===== config.mk =====
export PLATFORM = sky130hd
export DESIGN_NAME = pause_sequencer
export DESIGN_NICKNAME = d
export VERILOG_FILES = /design/src/rtl/pause_pkg.sv /design/src/rtl/pause_prio_arb.sv /design/src/rtl/pause_sequencer.sv
export SDC_FILE = /design/constraint.sdc
export NUM_CORES = 1
export LEC_CHECK = 0
export BUFFER_PORTS_ARGS = -buffer_cell sky130_fd_sc_hd__buf_2
export CAP_MARGIN = 30
export CELL_PAD_IN_SITES_DETAIL_PLACEMENT = 2
export CELL_PAD_IN_SITES_GLOBAL_PLACEMENT = 2
export CORE_ASPECT_RATIO = 2
export CORE_MARGIN = 1.5
export CORE_UTILIZATION = 35
export CTS_CLUSTER_DIAMETER = 40
export DETAILED_ROUTE_END_ITERATION = 7
export HOLD_SLACK_MARGIN = 0.1
export PLACE_DENSITY_LB_ADDON = 0.1
export SETUP_SLACK_MARGIN = 0.3
export SYNTH_ARGS = -nofsm -noshare
export SYNTH_HDL_FRONTEND = slang
export SYNTH_SLANG_ARGS = --single-unit

===== constraint.sdc =====
create_clock -name clk_sys -period 2.3 [get_ports clk_sys]
set_input_delay 0.23 -clock clk_sys [delete_from_list [all_inputs] [get_ports clk_sys]]
set_output_delay 0.23 -clock clk_sys [all_outputs]
set_load 0.02 [all_outputs]

===== src/rtl/pause_pkg.sv =====
// -----------------------------------------------------------------------------
// pause_pkg
// Shared definitions for the frame-aligned pause sequencer:
//   - pause_state_t : sequencer state encoding (also exported for debug)
//   - OPT_*         : bit positions inside the 2-bit options word
//   - dim_cycles()  : clk_sys cycles of continuous pause before dimming
// -----------------------------------------------------------------------------
package pause_pkg;

   typedef enum logic [2:0] {
      RUN      = 3'd0,
      WAIT_VBL = 3'd1,
      HALTING  = 3'd2,
      PAUSED   = 3'd3,
      RESUMING = 3'd4
   } pause_state_t;

   // options[OPT_OSD_PAUSE] : pause while the OSD is open
   // options[OPT_DIM_EN]    : burn-in dimming enabled
   localparam int OPT_OSD_PAUSE = 0;
   localparam int OPT_DIM_EN    = 1;

   // Clock in MHz times seconds; 12 MHz * 10 s = 120e6 fits comfortably in 32 bits.
   function automatic logic [31:0] dim_cycles(input int unsigned clkspd,
                                              input int unsigned secs);
      return 32'(clkspd * 32'd1000000 * secs);
   endfunction

endpackage


===== src/rtl/pause_prio_arb.sv =====
// -----------------------------------------------------------------------------
// pause_prio_arb
// Combinational fixed-priority one-hot picker. Index 0 has the highest
// priority. The sequencer registers the result, so no state lives here.
// Ports:
//   req  in  NREQ  request vector
//   pick out NREQ  one-hot lowest-index set bit of req, zero when req is zero
// -----------------------------------------------------------------------------
module pause_prio_arb #(
   parameter int NREQ = 2
) (
   input  logic [NREQ-1:0] req,
   output logic [NREQ-1:0] pick
);

   // Two's-complement trick: req & -req isolates the lowest set bit.
   assign pick = req & (~req + NREQ'(1));

endmodule


===== src/rtl/pause_sequencer.sv =====
// -----------------------------------------------------------------------------
// pause_sequencer
// Frame-aligned pause controller between the pause sources (user button, OSD,
// NREQ external requesters) and the CPU/video core. The CPU is halted only on a
// vblank rising edge, the bus is then handed to one external requester at a
// time, and the CPU resumes on a later vblank rising edge. A dim timer raises
// dim_video after the CPU has stayed paused for DIM_CYCLES cycles.
//
// Parameters:
//   NREQ       number of external requesters, index 0 highest priority
//   CLKSPD     clk_sys frequency in MHz
//   DIM_SECS   paused seconds before dimming
//   DIM_CYCLES derived dim threshold in cycles (override only to shorten it)
// Ports:
//   clk_sys      in   1     system clock
//   reset        in   1     synchronous, active-high
//   user_button  in   1     user pause button; each rising edge toggles pause
//   osd_status   in   1     OSD open
//   options      in   2     [0] pause while OSD open, [1] dimming enabled
//   req          in   NREQ  external pause/bus requests
//   vblank       in   1     vertical blank, synchronous to clk_sys
//   cpu_halt_ack in   1     CPU stopped and bus free
//   pause_cpu    out  1     halt request to the CPU
//   paused       out  1     CPU confirmed halted
//   grant        out  NREQ  one-hot bus grant, zero when none
//   dim_video    out  1     video dimming requested
//   state_dbg    out  3     current sequencer state
// -----------------------------------------------------------------------------
module pause_sequencer
   import pause_pkg::*;
#(
   parameter int unsigned NREQ       = 2,
   parameter int unsigned CLKSPD     = 12,
   parameter int unsigned DIM_SECS   = 10,
   parameter logic [31:0] DIM_CYCLES = dim_cycles(CLKSPD, DIM_SECS)
) (
   input  logic            clk_sys,
   input  logic            reset,
   input  logic            user_button,
   input  logic            osd_status,
   input  logic [1:0]      options,
   input  logic [NREQ-1:0] req,
   input  logic            vblank,
   input  logic            cpu_halt_ack,
   output logic            pause_cpu,
   output logic            paused,
   output logic [NREQ-1:0] grant,
   output logic            dim_video,
   output pause_state_t    state_dbg
);

   // Request/grant handshake: a requester raises req[i] and holds it high for
   // the whole time it needs the bus. grant[i] is only ever set while PAUSED,
   // is never taken away while req[i] stays high, and falls the cycle after
   // req[i] is sampled low. After a grant falls there is always one idle cycle
   // before the next requester is picked.

   logic            btn_d;
   logic            user_tog;
   logic            vblank_d;
   logic            btn_rise;
   logic            vbl_edge;
   logic            src;
   pause_state_t    state;
   pause_state_t    state_nxt;
   logic [NREQ-1:0] pick;
   logic [31:0]     dim_cnt;
   logic [31:0]     dim_cnt_nxt;

   assign btn_rise  = user_button & ~btn_d;
   assign vbl_edge  = vblank & ~vblank_d;
   assign src       = user_tog | (osd_status & options[OPT_OSD_PAUSE]) | (|req);
   assign state_dbg = state;

   pause_prio_arb #(.NREQ(NREQ)) u_arb (
      .req  (req),
      .pick (pick)
   );

   // Input edge detectors and the user toggle. During reset btn_d follows the
   // button so a press coinciding with reset is swallowed instead of producing
   // a toggle right after release. vblank_d resets high so a vblank already
   // asserted at reset release is not mistaken for a fresh frame boundary.
   always_ff @(posedge clk_sys) begin
      btn_d <= user_button;
      if (reset) begin
         user_tog <= 1'b0;
         vblank_d <= 1'b1;
      end else begin
         vblank_d <= vblank;
         if (btn_rise) begin
            user_tog <= ~user_tog;
         end
      end
   end

   always_comb begin
      state_nxt = state;
      case (state)
         RUN:      if (src) state_nxt = WAIT_VBL;
         WAIT_VBL: begin
            if (!src)          state_nxt = RUN;
            else if (vbl_edge) state_nxt = HALTING;
         end
         // No abort from here: the CPU is already being stopped.
         HALTING:  if (cpu_halt_ack) state_nxt = PAUSED;
         PAUSED:   if (!src && (grant == '0)) state_nxt = RESUMING;
         RESUMING: begin
            if (src)           state_nxt = PAUSED;
            else if (vbl_edge) state_nxt = RUN;
         end
         default:  state_nxt = RUN;
      endcase
   end

   // Saturating dim counter; cleared whenever not paused or dimming disabled.
   always_comb begin
      dim_cnt_nxt = '0;
      if ((state == PAUSED) && options[OPT_DIM_EN]) begin
         dim_cnt_nxt = (dim_cnt >= DIM_CYCLES) ? DIM_CYCLES : dim_cnt + 32'd1;
      end
   end

   // Outputs are registered from the next-state values so they line up with
   // the state register itself.
   always_ff @(posedge clk_sys) begin
      if (reset) begin
         state     <= RUN;
         pause_cpu <= 1'b0;
         paused    <= 1'b0;
         grant     <= '0;
         dim_cnt   <= '0;
         dim_video <= 1'b0;
      end else begin
         state     <= state_nxt;
         pause_cpu <= (state_nxt == HALTING) || (state_nxt == PAUSED) ||
                      (state_nxt == RESUMING);
         paused    <= (state_nxt == PAUSED);
         dim_cnt   <= dim_cnt_nxt;
         dim_video <= (dim_cnt_nxt == DIM_CYCLES);
         if (state == PAUSED) begin
            if (grant == '0) begin
               grant <= pick;
            end else if ((grant & req) == '0) begin
               grant <= '0;
            end
         end else begin
            grant <= '0;
         end
      end
   end

endmodule


==> summary.md, run 1 <==
| Metric | Value |
|---|---|
| Highest-count cells in the layout ignoring fill and taps | sky130_fd_sc_hd__dfxtp_1 (32), sky130_fd_sc_hd__buf_4 (20), sky130_fd_sc_hd__a21oi_1 (18) |
| Clock period minus final worst setup slack | 1.927 ns |
| Antenna violations before repair | 0 |
| Routed wirelength normalized by instance count | around 20 um |
| Net switching share of the total power | 22.03% |
| Most common flop cell mapped by yosys | sky130_fd_sc_hd__dfxtp_1 |
| Clock transition at the registers of the reported paths | ~0.07 ns |
| Standby leakage power | 1.046 nW |
| Number of core rows | 42 |
| Max Clock Freq | 519.0 MHz |
| Total clock sinks | 43 |
| Synthesis-stage register bit count | 43 |
| Most frequent standard cell in the layout excluding fill and tap cells | sky130_fd_sc_hd__dfxtp_1 |
| Die boundary height | 119.2 um |
| Global route overflow | 0 |
| Worst Setup Start Kind | flip-flop |
| Clock skew after layout | 0.006997 ns |
| Number of diodes | 0 |
| Worst Path Required | ~2.5 ns |
| Leading cell types by total area after synthesis | sky130_fd_sc_hd__dfxtp_1 (36%), sky130_fd_sc_hd__xor2_1 (4.8%), sky130_fd_sc_hd__xnor2_1 (4.4%) |
| Total routing usage reported by global routing | 23.12% |
| Number of port buffers | 17 |
| Number of enable flip-flop cells after synthesis | 0 |
| Horizontal extent of the die | approximately 61 um |
| Proportion of power drawn by flip-flops and latches | 46.1% |
| Final setup violating endpoints | 0 |
| Share of cells above drive strength 1 | between 20% and 30% |
| Detailed-route wire length | 7.794 mm |
| Post-Syn Area | around 0.0024 sq mm |
| Cells after synthesis | 273 |
| Placed instance count | 381 |
| Number of iterations in the first detailed-routing pass | 3 |
| HPWL reported at the end of detailed placement | approximately 6 mm |
| Core area | 0.006569 sq mm |
| FF-to-FF Start | dim_cnt[0] |
| Power per Cell Area | 581.8 mW/mm^2 |
| Number of failing hold endpoints at the final stage | 0 |
| Largest net degree at the start of global routing | 16 |
| Mean area per synthesized cell | 8.662 sq um |
| Fraction of registers with async set/reset | 0% |
| Share of the cycle needed by the critical path after routing | 83.77% |
| Total of warnings raised by yosys | 0 |
| I/O pins | 18 |
| Clock buffer depth | 2 |
| Vias in the first global route | roughly 2500 |
| Worst setup path startpoint | dim_cnt[0] |
| Count of cell types in the netlist | 65 |
| Count of H-tree levels built during CTS | 2 |
| Via density | 5.681 |
| RSZ-0062 raised after global routing | no |
| Timing endpoint of the critical path | dim_video |
| Result of the run | finished, final reports clean |
| P_int | approximately 1.3 mW |
| Worst setup path category | flip-flop to flip-flop |
| Clk Tree Root Cell | sky130_fd_sc_hd__clkbuf_16 |
| Final standard cell count with taps included and fillers excluded | between 300 and 400 |
| Endpoint of the worst-slack reg-to-reg timing path | dim_video |
| Worst VDD drop | 407.2 uV |
| Area leader, netlist | sky130_fd_sc_hd__dfxtp_1 |
| Logic depth of the worst register-to-register path | 7 |
| Violation count after the first detailed-routing iteration | 60 |
| Area Overhead vs Synth | 21.90% |
| Sort of element at the end of the critical path | flip-flop |
| Data arrival at the endpoint of the critical path | roughly 2.2 ns |
| DRC violation count after routing | 0 |
| Area share of the largest cell type after synthesis | 36.40% |
| Max-cap violation count | 0 |
| Type of the tightest min-delay check | input pin to flip-flop |
| Post-synthesis sequential area ratio | 36.40% |
| Clock latency of the later-clocked register in the worst-skew pair | 0.30 ns |
| TritonCTS clock tree | yes |
| Total power | about 1.7 mW |
| Number of CTS-inserted buffers | 5 |
| Global-route wire length before repair | 12.30 mm |
| Clock share of power | 49.8% |
| Critical path peak fanout | 9 |
| Number of nets in the layout | 318 |
| Final setup TNS | 0 ns |
| Total via count after detailed routing | 2244 |
| Portion of total power attributed to combinational logic | 4.1% |
| Starting density of the core | 36.00% |
| P_sw | 0.3694 mW |
| Internal reg-to-reg setup slack | 0.37 ns |
| Final weighted congestion in routability-driven placement | 0.7935 |
| Number of pins with negative max-slew slack in the final report | 0 |
| Die Area | 0.007288 sq mm |
| Post-detailed-route count of antenna-violating nets | 0 |
## flip-flops by register name, summed over array words and instances (netlist names)
name,cells
dim_cnt,32
dim_video,1
pause_cpu,1
state_dbg,3
paused,1
btn_d,1
grant,2
vblank_d,1
user_tog,1
## layer usage
metal | up-vias | part of all wire [%] | GRT usage, %
li1 | 1048 | - | -
met1 | 1132 | 32 | 19.14
met2 | 39 | 61 | 45.35
met3 | 25 | 1.6 | 2.714
met4 | 0 | 5.4 | 14.95
met5 | - | 0 | 0
## how the worst min path moves through the flow
stage / from / endpoint / cells after the start
global route: vblank / vblank_d / 2
finish: vblank / vblank_d / 2
CTS: vblank / vblank_d / 2
detailed placement: user_button / btn_d / 1
floorplan: user_button / btn_d / 0
global placement: user_button / btn_d / 1
## metrics by stage
step | setup slack [ns] | util, % | instance area [sq um] | hold slack (ns)
6_report | 0.3733 | 43.89 | 2883 | 0.1303
5_1_grt | 0.3017 | 43.89 | 2883 | 0.1416
4_1_cts | 0.2863 | 43.16 | 2835 | 0.1239
3_5_place_dp | 0.1262 | 39.58 | 2600 | 0.3500
3_3_place_gp | 0.2056 | 39.58 | 2600 | 0.3426
2_1_floorplan | 0.3644 | - | 2385 | 0.2577
## repair_timing
action / CTS / global route
pin swaps: 1 / 3
endpoints found under the setup margin: 13 / 6
gates resized for setup: 11 / 11
buffers inserted: 3 / 2
hold buffers: 1 / 0
endpoints found under the hold margin: 1 / 0
## Yosys cell counts, types with 2 or more instances
cell type,n
sky130_fd_sc_hd__dfxtp_1,43
sky130_fd_sc_hd__a21oi_1,18
sky130_fd_sc_hd__nand3_1,18
sky130_fd_sc_hd__nand2_1,16
sky130_fd_sc_hd__nor2_1,14
sky130_fd_sc_hd__xor2_1,13
sky130_fd_sc_hd__xnor2_1,12
sky130_fd_sc_hd__nand4_1,10
sky130_fd_sc_hd__nor2_2,10
sky130_fd_sc_hd__inv_1,9
sky130_fd_sc_hd__buf_2,8
sky130_fd_sc_hd__nor3_1,8
sky130_fd_sc_hd__and3_1,6
sky130_fd_sc_hd__nor2b_1,5
sky130_fd_sc_hd__nor4_1,5
sky130_fd_sc_hd__o21ai_0,5
sky130_fd_sc_hd__and4_1,4
sky130_fd_sc_hd__or3_1,4
sky130_fd_sc_hd__a211oi_1,3
sky130_fd_sc_hd__clkbuf_1,3
sky130_fd_sc_hd__o31a_1,3
sky130_fd_sc_hd__a211o_1,2
sky130_fd_sc_hd__a31oi_1,2
sky130_fd_sc_hd__and2_1,2
sky130_fd_sc_hd__buf_4,2
sky130_fd_sc_hd__buf_6,2
sky130_fd_sc_hd__ha_1,2
sky130_fd_sc_hd__mux2_2,2
sky130_fd_sc_hd__nand3_2,2
sky130_fd_sc_hd__nand4b_1,2
sky130_fd_sc_hd__nor3b_1,2
sky130_fd_sc_hd__o22a_1,2
sky130_fd_sc_hd__or2_2,2
## layout make-up
class                      count  area [sq um]
sequential                    43         877.1
clock inverter                 3         47.55
timing repair buffer          38         245.2
multi-input combinational    209          1444
fill                         747          3686
tap                           88         110.1
clock buffer                   5         125.1
inverter                       9         33.78
## cell families (layout without fill, tap and decap cells)
| logic type | after synthesis | in the layout | synth area share (%) |
|---|---|---|---|
| AND/OR/NAND/NOR | 120 | 120 | 29.84 |
| AO/OA/AOI/OAI | 53 | 53 | 16.14 |
| flip-flops | 43 | 43 | 36.40 |
| XOR/XNOR | 25 | 25 | 9.259 |
| buffers and inverters | 25 | 55 | 5.343 |
| adder cells (fa/ha/maj) | 3 | 3 | 1.481 |
| multiplexers | 3 | 3 | 1.376 |
| other | 1 | 5 | 0.1586 |
## power by group through the flow
stage / clock [mW] / sequential, mW / combinational [mW]
after floorplan: 0 / 0.795 / 0.0343
after global placement: 0 / 0.791 / 0.0661
after detailed placement: 0 / 0.792 / 0.0675
after CTS: 0.858 / 0.775 / 0.0693
after global routing: 0.876 / 0.775 / 0.0759
final: 0.835 / 0.773 / 0.0684
## worst max-delay path: stages, from the launching register on
cell                        delay, ns
sky130_fd_sc_hd__dfxtp_4         0.41
sky130_fd_sc_hd__inv_1           0.08
sky130_fd_sc_hd__ha_1            0.31
sky130_fd_sc_hd__nor3_1          0.32
sky130_fd_sc_hd__o2111ai_1       0.19
sky130_fd_sc_hd__a311oi_2        0.27
sky130_fd_sc_hd__nand4_1         0.13
sky130_fd_sc_hd__o21ai_1         0.15
Note: power is estimated with default switching activity, not from simulation.
==> run 2: changes to the inputs <==
==> constraint.sdc (replaced) <==
create_clock -name clk_sys -period 2.02 [get_ports clk_sys]
set_input_delay 0.202 -clock clk_sys [delete_from_list [all_inputs] [get_ports clk_sys]]
set_output_delay 0.202 -clock clk_sys [all_outputs]
set_load 0.02 [all_outputs]
==> run 2 against run 1 <==
Against the previous run: combinational power up 43%; register-to-register slack got worse by 0.25 ns; sequential cell count is the same; non-clock buffer count is 22 higher; global-route usage grew 2.4 points; clock power up 15%; maximum frequency is 1.7% higher.
==> summary.md, run 2 (synthesized netlist as in run 1, its figures left out) <==
| Metric | Value |
|---|---|
| Result of the run | finished, final reports clean |
| Final standard cell count with taps included and fillers excluded | 418 |
| Final Util | roughly 50% |
| Number of iterations in the first detailed-routing pass | 4 |
| Clock transition at the registers of the reported paths | 0.06 ns |
| Met3 usage in global routing | 3.257% |
| I/O pins | 18 |
| Worst Setup Start Kind | flip-flop |
| Worst VDD drop | between 500 and 600 uV |
| Horizontal extent of the die | a little over 60 um |
| Clock buffer depth | 2 |
| Area Overhead vs Synth | 37.78% |
| Largest net degree at the start of global routing | 17 |
| Standby leakage power | 1.244 nW |
| Number of pins with negative max-slew slack in the final report | 0 |
| Highest-count cells in the layout ignoring fill and taps | sky130_fd_sc_hd__buf_4 (39), sky130_fd_sc_hd__dfxtp_1 (28), sky130_fd_sc_hd__nand3_1 (18) |
| DRC violation count after routing | 0 |
| Placed instance count | 400 |
| Routed wirelength normalized by instance count | 21.14 um |
| Type of the tightest min-delay check | input pin to flip-flop |
| TritonCTS clock tree | yes |
| Portion of total power attributed to combinational logic | around 5.1% |
| P_int | 1.493 mW |
| Detailed-route wire length | 8.836 mm |
| Vias in the first global route | 2595 |
| Total power | 1.926 mW |
| Sort of element at the end of the critical path | flip-flop |
| Data arrival at the endpoint of the critical path | 2.13 ns |
| Number of port buffers | 17 |
| Count of H-tree levels built during CTS | 2 |
| Total clock sinks | 43 |
| Largest register by flop count | dim_cnt |
| Proportion of power drawn by flip-flops and latches | 45.2% |
| Post-detailed-route count of antenna-violating nets | 0 |
| RSZ-0062 raised after global routing | yes |
| Share of the cycle needed by the critical path after routing | between 90 and 100% |
| Top Usage Layer GRT | met2 |
| Global-route track usage on met1 | approximately a fifth |
| Power per Cell Area | 591.1 mW/mm^2 |
| Clk Tree Root Cell | sky130_fd_sc_hd__clkbuf_16 |
| Worst setup path startpoint | dim_cnt[15] |
| Number of failing hold endpoints at the final stage | 0 |
| Total cell area at the placement stage | 0.002785 sq mm |
| Total routing usage reported by global routing | approximately 26% |
| Starting density of the core | 36.00% |
| Via density | 5.574 |
| Violation count after the first detailed-routing iteration | 53 |
| Antenna violations before repair | 0 |
| Clock period minus final worst setup slack | 1.895 ns |
| Clock skew after layout | 0.005068 ns |
| Met2 usage | roughly 50% |
| Critical path peak fanout | 16 |
| Max Clock Freq | 527.8 MHz |
| Source of the worst hold timing path | reset |
| P_sw | 0.4325 mW |
| Area of all placed cells without fillers | approximately 0.0033 sq mm |
| Core area | approximately 0.0066 sq mm |
| Global route overflow | 0 |
| Worst Path Required | 2.26 ns |
| Net switching share of the total power | roughly 22% |
| Number of diodes | 0 |
| Total via count after detailed routing | approximately 2300 |
| HPWL reported at the end of detailed placement | ~6.7 mm |
| Dpl ws | -0.05097 ns |
| Share of cells above drive strength 1 | 40.91% |
| Final Worst Setup Slack | 0.1252 ns |
| Number of CTS-inserted buffers | 5 |
| Flip-flop count of the largest register after layout | 32 |
| Final weighted congestion in routability-driven placement | 0.8203 |
| Number of core rows | 42 |
| Die boundary height | 119.2 um |
| Global-route wire length before repair | roughly 13 mm |
| Number of nets in the layout | around 340 |
| Worst setup path category | flip-flop to flip-flop |
| Clock share of power | 49.7% |
| Die Area | 0.007288 sq mm |
| Most frequent standard cell in the layout excluding fill and tap cells | sky130_fd_sc_hd__buf_4 |
| Clock latency of the later-clocked register in the worst-skew pair | 0.29 ns |
| Max-cap violation count | 0 |
| Final setup violating endpoints | 0 |
| FF-to-FF Start | dim_cnt[15] |
## run 2: cell types whose count changed in the layout (fill, tap and decap cells not counted), moves of 2 or more
cell and change:
sky130_fd_sc_hd__nor3_1 -2, sky130_fd_sc_hd__buf_12 +2, sky130_fd_sc_hd__a21oi_2 +10, sky130_fd_sc_hd__dfxtp_4 +5
sky130_fd_sc_hd__ha_4 +2, sky130_fd_sc_hd__nor4_4 +3, sky130_fd_sc_hd__dfxtp_1 -4, sky130_fd_sc_hd__ha_1 -2
sky130_fd_sc_hd__a21oi_1 -10, sky130_fd_sc_hd__nor4_2 -2, sky130_fd_sc_hd__buf_4 +19
## run 2: critical path, stage by stage, from the launching register on
cell and delay [ns]:
sky130_fd_sc_hd__dfxtp_4 0.36, sky130_fd_sc_hd__nor4_4 0.28, sky130_fd_sc_hd__a21oi_1 0.11, sky130_fd_sc_hd__o31a_1 0.28
sky130_fd_sc_hd__o311ai_2 0.29, sky130_fd_sc_hd__nand3_2 0.13, sky130_fd_sc_hd__buf_12 0.18, sky130_fd_sc_hd__and2b_2 0.20
## run 2: cell type report
cell class / instances / area, sq um
well taps: 88 / 110.1
clock buffers: 5 / 125.1
multi-input cells: 210 / 1609
clock inverters: 3 / 47.55
fillers: 725 / 3311
flip-flops and latches: 43 / 894.6
repair buffers: 60 / 437.9
inverters: 9 / 33.78
## run 2: repair_timing
action                                  4_1_cts  5_1_grt
resized for setup                            15       37
endpoints found under the setup margin       31       30
buffers inserted                              3        4
cloned                                        1        0
hold buffers                                  2        0
pin swaps                                     6        7
hold endpoints to repair                      2        0
## run 2: path summary, 6_finish.rpt
check / depth (start not counted) / to / slack (ns)
setup / recovery: 7 / dim_cnt[15] / 0.13
hold / removal: 2 / user_tog / 0.19
setup reg to reg: 7 / dim_cnt[15] / 0.13
hold reg to reg: 1 / dim_cnt[0] / 0.52
## run 2: power groups by stage
stage | clock network [mW] | registers (mW) | logic [mW]
2_1_floorplan | 0 | 0.905 | 0.0390
3_3_place_gp | 0 | 0.897 | 0.0829
3_5_place_dp | 0 | 0.898 | 0.0854
4_1_cts | 0.983 | 0.879 | 0.0966
5_1_grt | 1.02 | 0.872 | 0.108
6_report | 0.958 | 0.871 | 0.0977
## run 2: stage by stage
stage                     hold WS, ns   TNS, ns
after global placement         0.3172  -0.04688
after CTS                      0.1901         0
final                          0.1928         0
after floorplan                0.2297         0
after global routing           0.2026         0
after detailed placement       0.3251  -0.05097
## run 2: per-layer routing
| layer | vias to the layer above | wire [um] |
|---|---|---|
| met5 | - | 0 |
| met2 | 52 | 5368 |
| met1 | 1156 | 2742 |
| li1 | 1092 | - |
| met3 | 30 | 164 |
| met4 | 0 | 561 |
